--- src/rtl/commit_trace_buffer.sv ---
// Multi-lane retire-trace capture FIFO: compacts up to RET_W retiring lanes per cycle
// into a DEPTH-entry queue drained one entry per cycle over valid/ready.
module commit_trace_buffer #(
  parameter int XLEN  = 32,
  parameter int RET_W = 2,
  parameter int DEPTH = 16,
  parameter int CNT_W = 32
) (
  input  logic                              clk_i,
  input  logic                              rst_i,
  input  logic [RET_W-1:0]                  ret_valid_i,
  input  logic [RET_W-1:0][XLEN-1:0]        ret_pc_i,
  input  logic [RET_W-1:0][XLEN-1:0]        ret_instr_i,
  input  logic [RET_W-1:0][4:0]             ret_rd_i,
  input  logic [RET_W-1:0][XLEN-1:0]        ret_wdata_i,
  input  logic                              filter_x0_i,
  input  logic                              flush_i,
  output logic                              out_valid_o,
  input  logic                              out_ready_i,
  output logic [XLEN-1:0]                   out_pc_o,
  output logic [XLEN-1:0]                   out_instr_o,
  output logic [4:0]                        out_rd_o,
  output logic [XLEN-1:0]                   out_wdata_o,
  output logic [CNT_W-1:0]                  out_seq_o,
  output logic [$clog2(DEPTH):0]            level_o,
  output logic [CNT_W-1:0]                  drop_cnt_o,
  output logic                              overflow_o
);
  localparam int AW = $clog2(DEPTH);
  typedef logic [AW:0] lvl_t;

  logic [XLEN-1:0]  pc_mem    [DEPTH];
  logic [XLEN-1:0]  instr_mem [DEPTH];
  logic [4:0]       rd_mem    [DEPTH];
  logic [XLEN-1:0]  wdata_mem [DEPTH];
  logic [CNT_W-1:0] seq_mem   [DEPTH];

  logic [AW-1:0]    wr_ptr, rd_ptr;
  lvl_t             level;
  logic [CNT_W-1:0] seq_q, drop_cnt;
  logic             overflow;

  logic [RET_W-1:0] elig;
  lvl_t             slot     [RET_W];
  logic [CNT_W-1:0] lane_seq [RET_W];
  lvl_t             k;
  logic [CNT_W-1:0] nvalid;
  lvl_t             space;
  logic             fits, push, pop, drop;
  logic [CNT_W:0]   dsum;

  // slot[] compacts eligible lanes; lane_seq[] numbers every valid lane
  always_comb begin
    k      = '0;
    nvalid = '0;
    for (int l = 0; l < RET_W; l++) begin
      elig[l]     = ret_valid_i[l] && !(filter_x0_i && ret_rd_i[l] == 5'd0);
      slot[l]     = k;
      lane_seq[l] = seq_q + nvalid;
      k           = k + lvl_t'(elig[l]);
      nvalid      = nvalid + CNT_W'(ret_valid_i[l]);
    end
  end

  // Space is judged on start-of-cycle occupancy; a same-cycle pop frees nothing
  assign space = lvl_t'(DEPTH) - level;
  assign fits  = (k <= space);
  assign pop   = out_valid_o && out_ready_i;
  assign push  = fits && !flush_i && (k != '0);
  assign drop  = !fits && !flush_i;
  assign dsum  = {1'b0, drop_cnt} + (CNT_W+1)'(k);

  always_ff @(posedge clk_i) begin
    if (rst_i) begin
      wr_ptr   <= '0;
      rd_ptr   <= '0;
      level    <= '0;
      seq_q    <= '0;
      drop_cnt <= '0;
      overflow <= 1'b0;
    end else begin
      seq_q <= seq_q + nvalid;
      if (flush_i) begin
        wr_ptr <= '0;
        rd_ptr <= '0;
        level  <= '0;
      end else begin
        if (push) wr_ptr <= wr_ptr + k[AW-1:0];
        if (pop)  rd_ptr <= rd_ptr + AW'(1);
        level <= level + (push ? k : lvl_t'(0)) - (pop ? lvl_t'(1) : lvl_t'(0));
      end
      if (drop) begin
        drop_cnt <= dsum[CNT_W] ? '1 : dsum[CNT_W-1:0];
        overflow <= 1'b1;
      end
    end
  end

  always_ff @(posedge clk_i) begin
    for (int l = 0; l < RET_W; l++) begin
      if (push && elig[l]) begin
        pc_mem   [wr_ptr + slot[l][AW-1:0]] <= ret_pc_i[l];
        instr_mem[wr_ptr + slot[l][AW-1:0]] <= ret_instr_i[l];
        rd_mem   [wr_ptr + slot[l][AW-1:0]] <= ret_rd_i[l];
        wdata_mem[wr_ptr + slot[l][AW-1:0]] <= ret_wdata_i[l];
        seq_mem  [wr_ptr + slot[l][AW-1:0]] <= lane_seq[l];
      end
    end
  end

  // Head fields read as zero while empty so reset and idle states are clean
  assign out_valid_o = (level != '0);
  assign out_pc_o    = out_valid_o ? pc_mem[rd_ptr]    : '0;
  assign out_instr_o = out_valid_o ? instr_mem[rd_ptr] : '0;
  assign out_rd_o    = out_valid_o ? rd_mem[rd_ptr]    : '0;
  assign out_wdata_o = (out_valid_o && rd_mem[rd_ptr] != 5'd0) ? wdata_mem[rd_ptr] : '0;
  assign out_seq_o   = out_valid_o ? seq_mem[rd_ptr]   : '0;
  assign level_o     = level;
  assign drop_cnt_o  = drop_cnt;
  assign overflow_o  = overflow;
endmodule

--- config.mk ---
export PLATFORM = sky130hd
export DESIGN_NAME = commit_trace_buffer
export DESIGN_NICKNAME = d
export VERILOG_FILES = /design/src/rtl/commit_trace_buffer.sv
export SDC_FILE = /design/constraint.sdc
export NUM_CORES = 2
export LEC_CHECK = 0
export BUFFER_PORTS_ARGS = -buffer_cell sky130_fd_sc_hd__buf_4
export CORE_MARGIN = 4
export CORE_UTILIZATION = 40
export CTS_BUF_LIST = sky130_fd_sc_hd__clkbuf_8
export DETAILED_ROUTE_END_ITERATION = 16
export PLACE_DENSITY = 0.56
export SYNTH_ARGS = -nofsm -noshare
export SYNTH_HDL_FRONTEND = slang
export SYNTH_SLANG_ARGS = --single-unit
--- constraint.sdc ---
create_clock -name clk_i -period 26.9 [get_ports clk_i]
set_input_delay 4.035 -clock clk_i [delete_from_list [all_inputs] [get_ports clk_i]]
set_output_delay 4.035 -clock clk_i [all_outputs]
set_load 0.02 [all_outputs]
======== Word-level counts from Yosys, hierarchy flattened ========
Memories as Yosys holds them, arrays and structs flattened. A register that Yosys moved wholly into a read port is not among the register bits.
Cells that the tools add are included.
storage, ports and cells
  input port bits ......................... 209
  register bits after elaboration ......... 78
  memories kept ........................... 5
  logic and storage cells ................. 66
  bits in writable memories ............... 2128
memories
  memory     depth  width  rd ports  clocked after Yosys merged registers in  write ports  line  RTL
  instr_mem  16     32     1         1                                        2            33    logic [XLEN-1:0] instr_mem [DEPTH];
  pc_mem     16     32     1         1                                        2            32    logic [XLEN-1:0] pc_mem [DEPTH];
  seq_mem    16     32     1         1                                        2            36    logic [CNT_W-1:0] seq_mem [DEPTH];
  wdata_mem  16     32     1         1                                        2            35    logic [XLEN-1:0] wdata_mem [DEPTH];
  rd_mem     16     5      1         1                                        2            34    logic [4:0] rd_mem [DEPTH];
cells by class
  magnitude comparators ................... 1
  add/subtract/negate cells ............... 11
  reductions and logical operators ........ 21
  mux-type cells .......................... 22
operators by type and width
  kind                                                           number
  32-bit two-way mux                                             5
  4-bit two-way mux                                              10
  32-bit by 2-bit adder with 33-bit output                       1
  32-bit by 1-bit adder with 32-bit output                       1
  32-bit by 2-bit adder with 32-bit output                       1
  5-bit nonzero test                                             3
  1-bit logical AND                                              11
  5-bit logical NOT                                              2
  5-bit by 2-bit adder with 5-bit output                         1
  2-bit by 5-bit <= comparator with 1-bit output                 1
  1-bit two-way mux                                              5
  5-bit two-way mux                                              1
  5-bit by 1-bit subtractor with 5-bit output                    1
  5-bit subtractor, first input constant                         1
  1-bit by 1-bit adder with 2-bit output                         2
  4-bit by 1-bit adder with 4-bit output                         1
  4-bit by 1-bit adder with 4-bit output, second input constant  1
  4-bit by 2-bit adder with 4-bit output                         1
  1-bit logical NOT                                              4
  2-bit two-way mux                                              1
  2-bit OR reduction                                             1

======== Depth between registers and ports, before layout ========
  depth after elaboration ................. 11
  depth in mapped cells ................... 24

======== Least setup slack after synthesis ========
Ideal clock, no wire load.
  path kind ............................... input to register
  start ................................... in ret_rd_i[2] (netlist bit)
  end ..................................... mem instr_mem[12][0], enable pin
  path slack .............................. 5610 ps
  data required time ...................... 25915 ps
  stages on the path ...................... 13
  arrival time ............................ 20306 ps
  path through ............................ clkbuf_1 -> or4b_2 -> o31ai_1 -> inv_1 -> ha_1 -> ha_1 -> nor2b_1 -> o221ai_2 -> o21a_1 -> buf_2 -> buf_2 -> nand3_1 -> o41ai_1
RTL lines
  item         line  RTL
  from (decl)  14    input logic [RET_W-1:0][4:0] ret_rd_i,
  to (decl)    33

==> load_flow_metrics.sql <==
INSERT INTO impl_metrics (metric_group, metric, value, unit) VALUES
('logic_synthesis', 'yosysSeqAreaShare', '0.577', ''),
('placement', 'hpwlAfterDp', '214', 'mm'),
('power', 'power.leakage', '0.0488', 'uW'),
('drt', 'routed.top_layer', 'met5', ''),
('power', 'total_power', '8560', 'uW'),
('clocking', 'post-cts-setup-buffers', '0', ''),
('global_route', 'grt_max_degree', '133', ''),
('cells_and_area', 'post_route_cells_drive_above_1_share', '0.168', ''),
('die', 'rows', '195', ''),
('drt', 'post_drt_via_cell_ratio', '5.68', ''),
('power', 'worst_ir_drop_vdd', '0.0000552', 'V'),
('placement', 'gp_congestion', '0.819', ''),
('global_route', 'antenna_violations_before_repair', '53', ''),
('critical_path', 'worstPathArrival', '11.98', 'ns'),
('global_route', 'grtUsageTotal', '0.269', ''),
('timing', 'totalNegativeSetupSlack', '0', 'ns'),
('cells_and_area', 'most_frequent_cells_in_the_layout', 'sky130_fd_sc_hd__nand2_1, sky130_fd_sc_hd__edfxtp_1, sky130_fd_sc_hd__mux4_2', ''),
('timing', 'achievable-frequency', '0.0882', 'GHz'),
('critical_path', 'critical_path_required', '27.54', 'ns'),
('timing', 'final_max_slew_viol_count', '0', ''),
('global_route', 'vias_in_the_first_global_route', '80400', ''),
('logic_synthesis', 'postSynthAreaPerCell', '10.9', 'um2'),
('drt', 'wirelength', '403', 'mm'),
('clocking', 'cts_resized', '0', ''),
('timing', 'total_setup_violations_reported_at_the_end_of_the_flow', '0', ''),
('die', 'pin_count', '381', ''),
('logic_synthesis', 'count_of_flip_flops_with_a_built_in_enable_after_synthesis', '2128', ''),
('drt', 'firstDrtPassIters', '6', ''),
('logic_synthesis', 'muxShareOfSynthArea', '0.133', ''),
('logic_synthesis', 'combinational_family_with_the_most_area_after_synthesis', 'simple AND/OR/NAND/NOR gates', ''),
('clocking', 'hold_buffers', '0', ''),
('cells_and_area', 'commonest_non_fill_non_tap_cell_in_the_layout', 'sky130_fd_sc_hd__nand2_1', ''),
('logic_synthesis', 'synth_area_in_compound_gates', '0.0133', ''),
('die', 'initial_core_util', '0.402', ''),
('drt', 'drt_iter0_drc', '10900', ''),
('critical_path', 'timing.critical_path.from_type', 'input pin', ''),
('clocking', 'numCtsBuffers', '393', ''),
('logic_synthesis', 'yosysWarningCount', '0', ''),
('critical_path', 'crit_type', 'in -> reg', ''),
('clocking', 'clkSinkCount', '2210', ''),
('run', 'maxCapViolCount', '0', ''),
('clocking', 'clk_latency', '1.07', 'ns'),
('logic_synthesis', 'synthArstFlopShare', '0', ''),
('worst_hold_path', 'worst_hold_path_type', 'reg -> reg', ''),
('logic_synthesis', 'area_fraction_in_and_or_nand_and_nor_cells_after_synthesis', '0.197', ''),
('logic_synthesis', 'post_synthesis_instance_area', '114000', 'um2'),
('drt', 'drcViolationCount', '0', ''),
('global_route', 'grt_first_pass_wirelength', '578', 'mm'),
('logic_synthesis', 'ys_types', '63', ''),
('cells_and_area', 'areaGrowthSynthToFinish', '10.6', '%'),
('timing', 'rsz0062_at_grt', 'no', ''),
('logic_synthesis', 'ys_dominant_reg_cell', 'sky130_fd_sc_hd__edfxtp_1', ''),
('logic_synthesis', 'synth_fa_ha_area_frac', '0.00324', ''),
('timing', 'slew-limit-headroom', '0.130', ''),
('die', 'floorplan.die_area', '293000', 'um2'),
('clocking', 'clk_pin_slew', '0.06', 'ns'),
('placement', 'input_output_buffers', '380', ''),
('timing', 'clock-skew-final', '0.0763', 'ns'),
('drt', 'dr_wl_met3', '47.4', 'mm'),
('logic_synthesis', 'netlist_instances', '10500', ''),
('power', 'power_density_relative_to_cell_area', '68.2', 'nW/um2'),
('critical_path', 'path_max_fanout', '50', ''),
('die', 'design.core.area', '283000', 'um2'),
('clocking', 'clock_path_buffers', '4', ''),
('global_route', 'grt-ovfl-total', '0', ''),
('logic_synthesis', 'synth-seq-cells', '2210', ''),
('drt', 'wirelength_met1', '158', 'mm'),
('logic_synthesis', 'synth_fp_nets', '10700', ''),
('die', 'fp.dieH', '541', 'um'),
('run_status', 'outcome', 'finished clean', ''),
('drt', 'antenna_left', '0', '');
synthesized netlist by cell type, types with 16 or more instances:
master,n,area (um2)
sky130_fd_sc_hd__nor2b_1,29,181
sky130_fd_sc_hd__nor2_1,379,1420
sky130_fd_sc_hd__buf_4,29,218
sky130_fd_sc_hd__mux2i_1,56,561
sky130_fd_sc_hd__buf_1,100,375
sky130_fd_sc_hd__clkbuf_1,652,2450
sky130_fd_sc_hd__mux2_2,31,349
sky130_fd_sc_hd__o21ai_0,122,611
sky130_fd_sc_hd__mux4_2,628,14100
sky130_fd_sc_hd__and2_1,102,638
sky130_fd_sc_hd__inv_1,27,101
sky130_fd_sc_hd__a21oi_1,23,115
sky130_fd_sc_hd__nor3_1,16,80.1
sky130_fd_sc_hd__buf_2,272,1360
sky130_fd_sc_hd__nand3_1,31,155
sky130_fd_sc_hd__xor2_1,354,3100
sky130_fd_sc_hd__a21oi_2,20,175
sky130_fd_sc_hd__or3_1,28,175
sky130_fd_sc_hd__a211oi_1,46,345
sky130_fd_sc_hd__edfxtp_1,2128,63900
sky130_fd_sc_hd__nand2_1,5000,18800
sky130_fd_sc_hd__ha_1,23,288
sky130_fd_sc_hd__nand4_1,21,131
sky130_fd_sc_hd__xnor2_1,110,963
sky130_fd_sc_hd__dfxtp_1,82,1640
kinds of logic after synthesis:
family          after synthesis
compound gates              249
xor+xnor                    465
fa+ha+maj                    27
buf+inv                    1092
flops                      2210
mux                         715
simple gates               5701
layer usage:
metal | vias to the layer above | global-route usage
met3 | 741 | 0.0637
met2 | 5168 | 0.423
met1 | 40800 | 0.369
met4 | 30 | 0.0865
met5 | - | 0.00148
li1 | 35200 | -
worst max-delay path, stage by stage:
cell and delay (ns):
sky130_fd_sc_hd__buf_4 0.18, sky130_fd_sc_hd__nor4_2 1.00, sky130_fd_sc_hd__a31o_2 0.78, sky130_fd_sc_hd__inv_4 0.22
sky130_fd_sc_hd__ha_1 0.38, sky130_fd_sc_hd__ha_1 0.33, sky130_fd_sc_hd__nor2b_1 0.14, sky130_fd_sc_hd__o221ai_2 0.46
sky130_fd_sc_hd__o21a_1 0.77, sky130_fd_sc_hd__nand3_1 0.77, sky130_fd_sc_hd__o21ai_4 0.86, sky130_fd_sc_hd__buf_4 0.97
sky130_fd_sc_hd__buf_4 0.82
sequential cells by signal (all words and copies together) (netlist names), named ones only:
name	flops
drop_cnt_o	32
instr_mem	512
level_o	5
overflow_o	1
pc_mem	512
rd_mem	80
rd_ptr	4
seq_mem	512
seq_q	32
wdata_mem	512
wr_ptr	4
final cells by class:
class | instances | area (um2)
fill | 25900 | 157000
sequential | 2210 | 65600
antenna | 27 | 67.6
multi-input combinational | 7157 | 43800
inverter | 28 | 113
clock buffer | 406 | 5590
timing repair buffer | 548 | 4310
tap | 3743 | 4680
clock inverter | 298 | 1530
through the flow:
stage	cell area [um2]	util	setup slack (ns)	hold WS, ns	cells
final	126000	0.445	15.56	0.477	14400
after global routing	126000	0.444	15.33	0.525	14400
after CTS	126000	0.444	15.73	0.489	14400
after detailed placement	118000	0.419	14.61	0.471	13700
after global placement	118000	0.419	14.75	0.467	13700
after floorplan	114000	-	5.61	0.485	10500
path summary, 6_finish.rpt:
check,from,end,slack (ns),cells after the start
worst min register to register,overflow_o,overflow_o,0.48,2
worst min-delay path,overflow_o,overflow_o,0.48,2
worst max register to register,level_o[0],seq_mem[8][5],20.29,11
worst max-delay path,ret_rd_i[6],seq_mem[8][5],15.56,13
power breakdown:
part           internal [uW]  switching (uW)
registers               3860            30.7
logic                    652            1070
clock network           1460            1500
No activity file was read; power rests on OpenSTA's default activity.
